[config.mk]
export PLATFORM = sky130hd
export DESIGN_NAME = median_axis_tx
export DESIGN_NICKNAME = d
export VERILOG_FILES = /design/src/rtl/median_axis_tx.sv
export SDC_FILE = /design/constraint.sdc
export NUM_CORES = 1
export LEC_CHECK = 0
export ABC_CLOCK_PERIOD_IN_PS = 9400
export BUFFER_PORTS_ARGS = -buffer_cell sky130_fd_sc_hd__buf_2
export CAP_MARGIN = 20
export CORE_MARGIN = 10
export CORE_UTILIZATION = 56
export CTS_CLUSTER_DIAMETER = 100
export CTS_CLUSTER_SIZE = 14
export DETAILED_ROUTE_END_ITERATION = 7
export PLACE_DENSITY = 0.74
export SYNTH_ARGS = -nofsm -noshare
export SYNTH_HDL_FRONTEND = slang
export SYNTH_SLANG_ARGS = --single-unit
[constraint.sdc]
create_clock -name clk -period 9.4 [get_ports clk]
set_input_delay 0.47 -clock clk [delete_from_list [all_inputs] [get_ports clk]]
set_output_delay 0.47 -clock clk [all_outputs]
set_load 0.05 [all_outputs]
[src/rtl/median_axis_tx.sv]
// ============================================================================
// median_axis_tx : FIFO-buffered AXI4-Stream master for the median pixel stream
// Revision 1.0 : initial release
// ============================================================================
`default_nettype none

module median_axis_tx #(
  parameter int DATA_W     = 8,
  parameter int FIFO_DEPTH = 16,
  parameter int LEN_W      = 17
) (
  input  logic                          clk,
  input  logic                          rst,
  input  logic                          clear_i,
  input  logic [LEN_W-1:0]              frame_len_i,
  input  logic [DATA_W-1:0]             data_i,
  input  logic                          valid_i,
  output logic [DATA_W-1:0]             m_axis_tdata,
  output logic                          m_axis_tvalid,
  input  logic                          m_axis_tready,
  output logic                          m_axis_tlast,
  output logic                          m_axis_tuser,
  output logic                          overflow_o,
  output logic                          busy_o,
  output logic [$clog2(FIFO_DEPTH):0]   fifo_level_o
);

  localparam int                c_aw      = $clog2(FIFO_DEPTH);
  localparam logic [c_aw:0]     c_full    = (c_aw+1)'(FIFO_DEPTH);
  localparam logic [c_aw:0]     c_cnt_one = (c_aw+1)'(1);
  localparam logic [c_aw-1:0]   c_ptr_one = c_aw'(1);
  localparam logic [LEN_W-1:0]  c_len_one = LEN_W'(1);

  typedef enum logic [0:0] {S_IDLE = 1'b0, S_STREAM = 1'b1} state_t;

  state_t              state_q, state_d;
  logic [DATA_W-1:0]   mem_q [FIFO_DEPTH];
  logic [c_aw-1:0]     wr_ptr_q, wr_ptr_d, rd_ptr_q, rd_ptr_d;
  logic [c_aw:0]       count_q, count_d;
  logic [DATA_W-1:0]   tdata_q, tdata_d;
  logic                tvalid_q, tvalid_d, tlast_q, tlast_d, tuser_q, tuser_d;
  logic [LEN_W-1:0]    beat_cnt_q, beat_cnt_d, len_q, len_d;
  logic                overflow_q, overflow_d;

  logic                w_accept, w_out_free, w_fifo_empty, w_fifo_full;
  logic                w_pop, w_bypass, w_load, w_push, w_drop, w_frame_start;
  logic [DATA_W-1:0]   w_head;
  logic [LEN_W-1:0]    w_len_in, w_len_eff;

  // The output register refills in the same cycle its beat is taken.
  assign w_accept     = tvalid_q & m_axis_tready;
  assign w_out_free   = ~tvalid_q | w_accept;
  assign w_fifo_empty = (count_q == '0);
  assign w_fifo_full  = (count_q == c_full);
  assign w_pop        = w_out_free & ~w_fifo_empty;
  assign w_bypass     = w_out_free & w_fifo_empty & valid_i;
  assign w_load       = w_pop | w_bypass;
  assign w_push       = valid_i & ~w_bypass & (~w_fifo_full | w_pop);
  assign w_drop       = valid_i & ~w_bypass & w_fifo_full & ~w_pop;
  assign w_head       = mem_q[rd_ptr_q];
  assign w_len_in     = (frame_len_i == '0) ? c_len_one : frame_len_i;

  always_comb begin
    state_d       = state_q;
    wr_ptr_d      = wr_ptr_q;
    rd_ptr_d      = rd_ptr_q;
    count_d       = count_q;
    tdata_d       = tdata_q;
    tvalid_d      = tvalid_q;
    tlast_d       = tlast_q;
    tuser_d       = tuser_q;
    beat_cnt_d    = beat_cnt_q;
    len_d         = len_q;
    overflow_d    = overflow_q;
    w_frame_start = (state_q == S_IDLE) | (w_accept & tlast_q);
    w_len_eff     = w_frame_start ? w_len_in : len_q;

    if (w_push) wr_ptr_d = wr_ptr_q + c_ptr_one;
    if (w_pop)  rd_ptr_d = rd_ptr_q + c_ptr_one;
    case ({w_push, w_pop})
      2'b10:   count_d = count_q + c_cnt_one;
      2'b01:   count_d = count_q - c_cnt_one;
      default: count_d = count_q;
    endcase

    if (w_accept) beat_cnt_d = tlast_q ? '0 : beat_cnt_q + c_len_one;

    if (w_accept & tlast_q) state_d = S_IDLE;
    if (w_load & w_frame_start) begin
      state_d = S_STREAM;
      len_d   = w_len_in;
    end

    // Framing flags are resolved for the beat index the loaded beat will own.
    if (w_load) begin
      tvalid_d = 1'b1;
      tdata_d  = w_fifo_empty ? data_i : w_head;
      tuser_d  = (beat_cnt_d == '0);
      tlast_d  = (beat_cnt_d == (w_len_eff - c_len_one));
    end else if (w_accept) begin
      tvalid_d = 1'b0;
    end

    if (clear_i) overflow_d = 1'b0;
    if (w_drop)  overflow_d = 1'b1;
  end

  always_ff @(posedge clk or posedge rst) begin
    if (rst) begin
      state_q    <= S_IDLE;
      wr_ptr_q   <= '0;
      rd_ptr_q   <= '0;
      count_q    <= '0;
      tdata_q    <= '0;
      tvalid_q   <= 1'b0;
      tlast_q    <= 1'b0;
      tuser_q    <= 1'b0;
      beat_cnt_q <= '0;
      len_q      <= c_len_one;
      overflow_q <= 1'b0;
    end else begin
      state_q    <= state_d;
      wr_ptr_q   <= wr_ptr_d;
      rd_ptr_q   <= rd_ptr_d;
      count_q    <= count_d;
      tdata_q    <= tdata_d;
      tvalid_q   <= tvalid_d;
      tlast_q    <= tlast_d;
      tuser_q    <= tuser_d;
      beat_cnt_q <= beat_cnt_d;
      len_q      <= len_d;
      overflow_q <= overflow_d;
    end
  end

  always_ff @(posedge clk) begin
    if (w_push) mem_q[wr_ptr_q] <= data_i;
  end

  assign m_axis_tdata  = tdata_q;
  assign m_axis_tvalid = tvalid_q;
  assign m_axis_tlast  = tlast_q;
  assign m_axis_tuser  = tuser_q;
  assign overflow_o    = overflow_q;
  assign busy_o        = (state_q == S_STREAM);
  assign fifo_level_o  = count_q;

endmodule

`default_nettype wire

==> results.py <==
metrics = {
    "status": {
        "status": "completed",
    },
    "place": {
        "routabilityCongestion": 0.959,
        "dpl_worst_slack_ns": 5.01,
        "place_hpwl_um": 13800,
        "port_buffers": 47,
    },
    "route": {
        "drcViolationCount": 0,
        "drt-wirelength-per-cell_um": 21.8,
        "first_pass_iters": 5,
        "drt-vias-per-instance": 6.18,
        "ant_nets": 0,
        "drtIter0Drc": 679,
        "vias": 5737,
        "finalWirelength_um": 20200,
    },
    "setup_path": {
        "crit_required_ns": 9.74,
        "crit_chain": "nand3_1, nand2_1, mux2i_1, ha_1, nor4b_1, o211ai_1, o22ai_2, xnor2_1, xnor2_1, nand2_1, or4_1, o41ai_2",
        "path_buf_inv": 0,
        "arrival_ns": 4.76,
        "cp-startpoint": "m_axis_tlast",
        "path_class": "flop to flop",
        "worst_path_largest_cell_delay_ns": 0.79,
        "worstSetupEndpointType": "flop",
        "crit_family": "simple AND/OR/NAND/NOR gates",
        "worst-path-max-fanout": 18,
        "critPathLaunchType": "flop",
        "reg2reg_to": "m_axis_tlast",
        "regToRegStartpoint": "m_axis_tlast",
        "reg2regPathDepth": 12,
        "slowest_stage": "nand2_1",
        "r2r_slack_ns": 4.98,
    },
    "floorplanning": {
        "start_util": 0.568,
        "core_um2": 15800,
        "fp.dieArea_um2": 21500,
        "dieHeight_um": 147,
        "rows": 46,
        "io_pins": 48,
        "die_width_um": 147,
    },
    "timing": {
        "fin_ws_ns": 4.98,
        "clock_skew_ns": 0.0175,
        "hold_viol": 0,
        "setup_viol": 0,
        "fin_crit_sh": 0.470,
        "timing.hold.ws_ns": 0.236,
        "maxSlewViolCount": 0,
        "rsz0062_at_grt": "false",
        "setup_tns_ns": 0,
        "min_period_ns": 4.42,
        "worst_pin_slew_ns": 1.15,
        "fmax_ghz": 0.226,
        "slew_headroom": 0.223,
    },
    "pwr": {
        "peakVddDrop_mv": 0.204,
        "power_density_nw_per_um2": 279,
        "p_leak_nw": 3.64,
        "total_power_w": 0.00280,
    },
    "cells_and_area": {
        "fillCellCount": 1188,
        "drive_gt1_frac": 0.239,
        "n_antenna_cell": 0,
        "syn_to_final_growth_pct": 11.8,
        "nNetsFinal": 740,
    },
    "yosys": {
        "synth_top_area_frac": 0.428,
        "yosysWarningCount": 0,
        "synthCells": 652,
        "syn_nets": 693,
        "synth_edf_count": 128,
        "synth.yosys.seq_area_share": 0.595,
        "postSynthAreaPerCell_um2": 13.8,
        "ys.flop_type": "edfxtp_1",
        "ys_top_cells_by_area": "edfxtp_1 (43%), dfrtp_1 (16%), mux4_2 (10%), xnor2_1 (2.7%), nor2_1 (2.6%)",
        "synthArstFlopShare": 0.319,
        "ys_ff_latch": 188,
        "synth.distinct_cells": 70,
        "yosysTopAreaCell": "edfxtp_1",
        "synth_area_um2": 8990,
    },
    "clocking": {
        "cts_root_buf": "clkbuf_16",
        "clk_latency_ns": 0.44,
        "cts.repair.resized": 0,
        "clk_path_buf_depth": 2,
        "cts_buffers": 17,
        "postCtsHoldBufs": 0,
        "clock_sinks": 188,
        "cts_htree_levels": 4,
        "tritoncts": "done",
        "clk_pin_slew_ns": 0.07,
        "post_cts_buffers": 0,
    },
    "global_route": {
        "grt_use_total": 0.194,
        "grt_max_degree": 61,
        "first_global_vias": 5718,
        "grt_overflow": 0,
        "grt_pass1_wl_um": 32500,
        "antenna_found_initial": 1,
    },
    "job": {
        "cap_violations": 0,
    },
    "min_path": {
        "min_path_type": "input port to async pin",
    },
}
cell families after synthesis:
group,Yosys count,share of synthesized area
AND/OR/NAND/NOR,208,0.123
flip-flops,188,0.595
AO/OA/AOI/OAI,87,0.0661
multiplexers,69,0.136
buffers and inverters,48,0.0234
XOR/XNOR,41,0.0400
adder cells (fa/ha/maj),11,0.0162
layout make-up:
type                            instances  area, um^2  share of cell area
Timing Repair Buffer                   55         295              0.0294
Sequential cell                       188        5350               0.533
Multi-Input combinational cell        416        3430               0.342
Clock inverter                         15         195              0.0194
Tap cell                              216         270              0.0269
Clock buffer                           17         425              0.0424
Inverter                               21        78.8             0.00785
where the power goes:
part | switching, W | total (W) | internal (W)
combinational | 0.000531 | 0.000927 | 0.000396
sequential | 0.000112 | 0.00113 | 0.00102
clock | 0.000339 | 0.000745 | 0.000407
total | 0.000982 | 0.00280 | 0.00182
how the worst max path moves through the flow:
stage | endpoint | slack, ns | cells after the start
2_1_floorplan | m_axis_tlast | 5.63 | 15
3_3_place_gp | m_axis_tlast | 5.13 | 13
3_5_place_dp | m_axis_tlast | 5.01 | 13
4_1_cts | m_axis_tlast | 5.06 | 12
5_1_grt | m_axis_tlast | 4.74 | 12
6_report | m_axis_tlast | 4.98 | 12
synthesized netlist by cell type (5+ instances only):
cell and number:
a21oi_1 21, nor2b_1 5, nand2_1 41, inv_1 21, clkbuf_1 11, dfrtp_1 59
mux2_2 16, xnor2_1 28, nor2_1 62, nand4_1 13, xor2_1 13, o22ai_1 8
mux2i_1 12, nand3_1 12, buf_1 5, ha_1 10, o21ai_0 17, mux4_2 41
edfxtp_1 128, nand2b_1 7, buf_2 6, nor4_1 12, nor3_1 13
worst min-delay path, cell delays in order:
cell   delay (ns)
buf_2        0.10
inv_2        0.03
buf_4        0.58
routing by layer:
layer	vias to the layer above	routed length [um]	part of all wire	GRT usage
li1	2595	-	-	-
met1	2890	8800	0.44	0.267
met5	-	20	0.00099	0
met3	27	1640	0.081	0.0615
met2	223	9530	0.47	0.290
met4	2	232	0.011	0.0546
through the flow:
step / area (um^2) / utilization / instances
after CTS: 10000 / 0.634 / 928
after detailed placement: 9420 / 0.595 / 896
after global placement: 9420 / 0.595 / 896
final: 10000 / 0.634 / 928
after floorplan: 8990 / - / 652
after global routing: 10000 / 0.634 / 928
placed cells by master, fill, tap and decap left out, drive strengths merged, types with 15 or more instances in the layout:
cell / instances
a21oi: 21
buf: 55
clkbuf: 17
dfrtp: 59
edfxtp: 128
inv: 28
mux2: 16
mux4: 41
nand2: 41
nand3: 15
nand4: 15
nor2: 63
o21ai: 18
xnor2: 28
state kept, by name (all words and copies together), names as in the netlist:
signal and count:
m_axis_tdata 8, fifo_level_o 5, rd_ptr_q 4, wr_ptr_q 4, beat_cnt_q 17, m_axis_tlast 1
m_axis_tvalid 1, mem_q 128, m_axis_tuser 1, overflow_o 1, len_q 17, busy_o 1
Power figures use the tool's default switching activity.
